==> src/rtl/movimento_seq.sv <==
// Walking-sprite animation across a row of seven-segment digits.
// Advances come from a programmable prescaler (run) or from step-button edges.

module movimento_seq_digit #(
  parameter int PW       = 2,
  parameter int IDX      = 0,
  parameter bit ACT_LOW  = 1'b1
) (
  input  logic [PW-1:0] i_pos,
  input  logic          i_frame,
  output logic [6:0]    o_seg
);
  localparam logic [6:0]    G0  = 7'b1100011;
  localparam logic [6:0]    G1  = 7'b0011101;
  localparam logic [PW-1:0] ME  = PW'(IDX);

  logic [6:0] w_glyph;

  always_comb begin
    w_glyph = 7'b0;
    if (i_pos == ME) w_glyph = i_frame ? G1 : G0;
  end

  assign o_seg = ACT_LOW ? ~w_glyph : w_glyph;
endmodule

module movimento_seq #(
  parameter int DIGITS         = 4,
  parameter int DIV_W          = 8,
  parameter bit SEG_ACTIVE_LOW = 1'b1,
  localparam int PW            = (DIGITS > 1) ? $clog2(DIGITS) : 1
) (
  input  logic                  clkd,
  input  logic                  reset,
  input  logic                  run,
  input  logic                  step,
  input  logic [1:0]            mode,
  input  logic [DIV_W-1:0]      speed,
  output logic [7*DIGITS-1:0]   seg,
  output logic [DIGITS-1:0]     dp,
  output logic [PW-1:0]         pos,
  output logic                  frame,
  output logic                  tick
);
  localparam logic [0:0]    ST_IDLE = 1'b0;
  localparam logic [0:0]    ST_RUN  = 1'b1;
  localparam logic [PW-1:0] LAST    = PW'(DIGITS - 1);

  logic [0:0]       r_state;
  logic [DIV_W-1:0] r_cnt;
  logic             r_tick;
  logic [PW-1:0]    r_pos;
  logic             r_frame;
  logic             r_dir;      // 0 = moving right, 1 = moving left
  logic             r_step_q;

  logic [PW-1:0]    w_pos_nxt;
  logic             w_dir_nxt;
  logic [DIV_W-1:0] w_cnt_inc;

  always_comb begin
    w_pos_nxt = r_pos;
    w_dir_nxt = r_dir;
    case (mode)
      2'b00: w_pos_nxt = (r_pos == LAST) ? '0 : r_pos + 1'b1;
      2'b01: w_pos_nxt = (r_pos == '0) ? LAST : r_pos - 1'b1;
      2'b10: begin
        if (DIGITS > 1) begin
          if (!r_dir) begin
            if (r_pos == LAST) begin
              w_dir_nxt = 1'b1;
              w_pos_nxt = LAST - 1'b1;
            end else begin
              w_pos_nxt = r_pos + 1'b1;
            end
          end else begin
            if (r_pos == '0) begin
              w_dir_nxt = 1'b0;
              w_pos_nxt = PW'(1);
            end else begin
              w_pos_nxt = r_pos - 1'b1;
            end
          end
        end
      end
      default: ;
    endcase
  end

  // A committed tick clears the prescaler, so cnt never wraps even if speed drops.
  assign w_cnt_inc = r_tick ? '0 : r_cnt + 1'b1;

  always_ff @(posedge clkd) begin
    if (reset) begin
      r_state  <= ST_IDLE;
      r_cnt    <= '0;
      r_tick   <= 1'b0;
      r_pos    <= '0;
      r_frame  <= 1'b0;
      r_dir    <= 1'b0;
      r_step_q <= 1'b0;
    end else begin
      r_step_q <= step;
      r_tick   <= 1'b0;
      // The advance flagged by tick lands one edge later.
      if (r_tick) begin
        r_pos   <= w_pos_nxt;
        r_dir   <= w_dir_nxt;
        r_frame <= ~r_frame;
      end
      case (r_state)
        ST_IDLE: begin
          if (run) begin
            r_state <= ST_RUN;
            r_cnt   <= '0;
            r_tick  <= (speed == '0);
          end else if (step && !r_step_q) begin
            r_tick <= 1'b1;
          end
        end
        default: begin
          if (!run) begin
            r_state <= ST_IDLE;
          end else begin
            r_cnt  <= w_cnt_inc;
            r_tick <= (w_cnt_inc >= speed);
          end
        end
      endcase
    end
  end

  for (genvar gi = 0; gi < DIGITS; gi++) begin : g_dig
    movimento_seq_digit #(
      .PW      (PW),
      .IDX     (gi),
      .ACT_LOW (SEG_ACTIVE_LOW)
    ) u_dig (
      .i_pos   (r_pos),
      .i_frame (r_frame),
      .o_seg   (seg[7*gi +: 7])
    );
  end

  assign dp    = SEG_ACTIVE_LOW ? '1 : '0;
  assign pos   = r_pos;
  assign frame = r_frame;
  assign tick  = r_tick;
endmodule

==> config.mk <==
export PLATFORM = sky130hd
export DESIGN_NAME = movimento_seq
export DESIGN_NICKNAME = d
export VERILOG_FILES = /design/src/rtl/movimento_seq.sv
export SDC_FILE = /design/constraint.sdc
export NUM_CORES = 1
export LEC_CHECK = 0
export CAP_MARGIN = 20
export CORE_ASPECT_RATIO = 2
export CORE_MARGIN = 2
export CORE_UTILIZATION = 35
export DETAILED_ROUTE_END_ITERATION = 12
export PLACE_DENSITY_LB_ADDON = 0.05
export SETUP_SLACK_MARGIN = 0.05
export SLEW_MARGIN = 5
export SYNTH_ARGS = -nofsm -noshare
export SYNTH_HDL_FRONTEND = slang
export SYNTH_SLANG_ARGS = --single-unit
==> constraint.sdc <==
create_clock -name clkd -period 2.47 [get_ports clkd]
set_clock_uncertainty 0.05 [all_clocks]
set_input_delay 0.3705 -clock clkd [delete_from_list [all_inputs] [get_ports clkd]]
set_output_delay 0.3705 -clock clkd [all_outputs]
set_load 0.02 [all_outputs]
==> run metrics <==
max-cap violations=0; NetSw=0.186 mW; status=completed; Worst IR Drop VDD=0.237 mV; Vias=1257; Rel. slew slack=64.0%; post-DP HPWL=2830 µm; DRC viols=0; Die H=91.6 µm; Cell Area, Synth=0.00134 mm²; dominant cell type by area after synthesis=dfxtp_1; Routed WL per cell=13.8 µm; fraction of registers with async set/reset=0%; gr usage total=17.0%; Final Slew Violations=0; DRT iter0 DRCs=29; Fillers=398; sequential share of power=41.1%; count leader, synth=buf_4; Cells after Synth=169; crit path DAT=1780 ps; vias per cell=5.07; n_diodes=0; Int Pwr=0.437 mW; remaining antenna violation count=0; Clk pin slew, worst setup/hold paths=70 ps; row count=31; Max clock buf depth=2; Die Wd=47.8 µm; Sw Share=29.9%; CP endpoint kind=primary output; final core utilization=48.5%; critical path class=flip-flop to primary output; Syn Area/Cell=7.95 µm²; hold_ws=460 ps; pwr dens=353 mW/mm²; Most used DFF post-synth=dfxtp_1; WL final=3420 µm; Required @ worst endpoint=2050 ps; synthesized flop and latch total=15; total chip power=0.623 mW; Pre-antenna DRT Iters=5; Finish-stage setup viols=0; Root Driver=clkbuf_8; Core Region=0.00365 mm²; worst-margin pin slew=538 ps; first-pass GRT wire length=5370 µm; Final period util=89.2%; Synth top cells by count=buf_4, inv_1, ha_1; Area Overhead vs Synth=31.6%; clock share of power=33.5%; Final GP Congestion=0.823; CTS hold repair buffers=0; Comb pwr share=25.4%; Hold Vio Cnt, Final=0; initial antenna violation count=0; Unique masters post-synth=40; Area contributors post-synth=dfxtp_1, ha_1, buf_4; Setup TNS=0 ps; H-tree Lvls=1; Post-Layout Inst Area=0.00177 mm²; dpl cell area=0.00172 mm²; RSZ-0062 raised after global routing=no; pin count of the biggest net entering global routing=18; Post-CTS Setup Bufs=0; yosys warns=0; initial core utilization=36.9%; global route overflow=0; Startpoint Class=flip-flop; RR Startpoint=r_cnt[2]$_SDFFE_PP0P_; Post-synth EDFFs=0; port bufs=45; I/O pin cnt=50; Hold Path Class=flip-flop to flip-flop; CTS buffer count=3; number of global-route vias before repair=1210; crit path from=pos[0]$_SDFFE_PP0P_; post-synth top area share=22.3%; worst-skew pair later-pin latency=260 ps; Leak=0.742 nW; Crit Path Max Fanout=7; fmax=454 MHz; register area share after synthesis=22.3%; TritonCTS clock tree=built; fraction of layout instances using a drive strength above 1=7.04%; HP Start=r_cnt[6]$_SDFFE_PP0P_; die area=0.00438 mm²; Final min period=2200 ps; clock sinks=15; Final #Nets=231
==> placed cells by master, fill, tap and decap left out, types with 4 or more instances in the layout <==
cell and n:
clkdlybuf4s50_1 45, inv_1 18, ha_1 17, dfxtp_1 14, nand2b_1 12, nor2_1 10
a21oi_1 9, nand3_1 8, nand2_1 8, o32ai_1 5, xnor2_1 4, conb_1 4
buf_4 4
==> final cells by class <==
type	count	area [µm²]	share of cell area, %
multi-input combinational	113	811	45.9
sequential	15	302	17.1
clock buffer	3	41.3	2.34
timing repair buffer	49	480	27.2
inverter	18	67.6	3.82
clock inverter	1	5.00	0.283
tap	49	61.3	3.47
==> path summary, 6_finish.rpt <==
path | to | slack (ps) | depth (start not counted)
setup / recovery | seg[5] | 270 | 4
hold reg to reg | r_cnt[6]$_SDFFE_PP0P_ | 460 | 2
hold / removal | r_cnt[6]$_SDFFE_PP0P_ | 460 | 2
setup reg to reg | tick$_SDFF_PP0_ | 420 | 8
==> cells by family after synthesis <==
| kind of cell | share of synthesized area (%) |
|---|---|
| other cells | 0.279 |
| flops | 22.3 |
| fa+ha+maj | 15.8 |
| buf+inv | 18.2 |
| compound gates | 14.3 |
| simple gates | 25.1 |
| xor+xnor | 3.91 |
==> stage by stage <==
stage,cells,setup slack (ps)
2_1_floorplan,172,404
3_3_place_gp,244,333
3_5_place_dp,244,262
4_1_cts,248,128
5_1_grt,248,170
6_report,248,267
==> what timing repair did <==
| item | 4_1_cts | 5_1_grt |
|---|---|---|
| endpoints found under the hold margin | 0 | 0 |
| setup endpoints to repair | 0 | 1 |
| gates resized for setup | 0 | 1 |
==> routing by layer <==
metal	up-vias	global-route usage [%]	part of all wire (%)
met2	51	32.0	58
met4	0	10.4	3.8
li1	609	-	-
met1	589	15.2	34
met3	8	1.18	4.2
met5	-	0	0
==> registers in the layout, indices dropped and copies added (netlist names) <==
register / flops
frame: 1
pos: 2
r_state: 1
tick: 1
r_dir: 1
r_cnt: 8
r_step_q: 1
==> worst max-delay path, cell delays in order (launching register included) <==
cell and delay [ps]:
dfxtp_2 400, inv_1 100, ha_1 270, nand2b_1 130, clkdlybuf4s50_1 620
==> power by group through the flow <==
stage	clock network, mW	registers, mW	logic (mW)
2_1_floorplan	0	0.262	0.0992
3_3_place_gp	0	0.261	0.157
3_5_place_dp	0	0.262	0.159
4_1_cts	0.211	0.256	0.160
5_1_grt	0.223	0.257	0.173
6_report	0.209	0.256	0.158
Power figures use the tool's default switching activity.
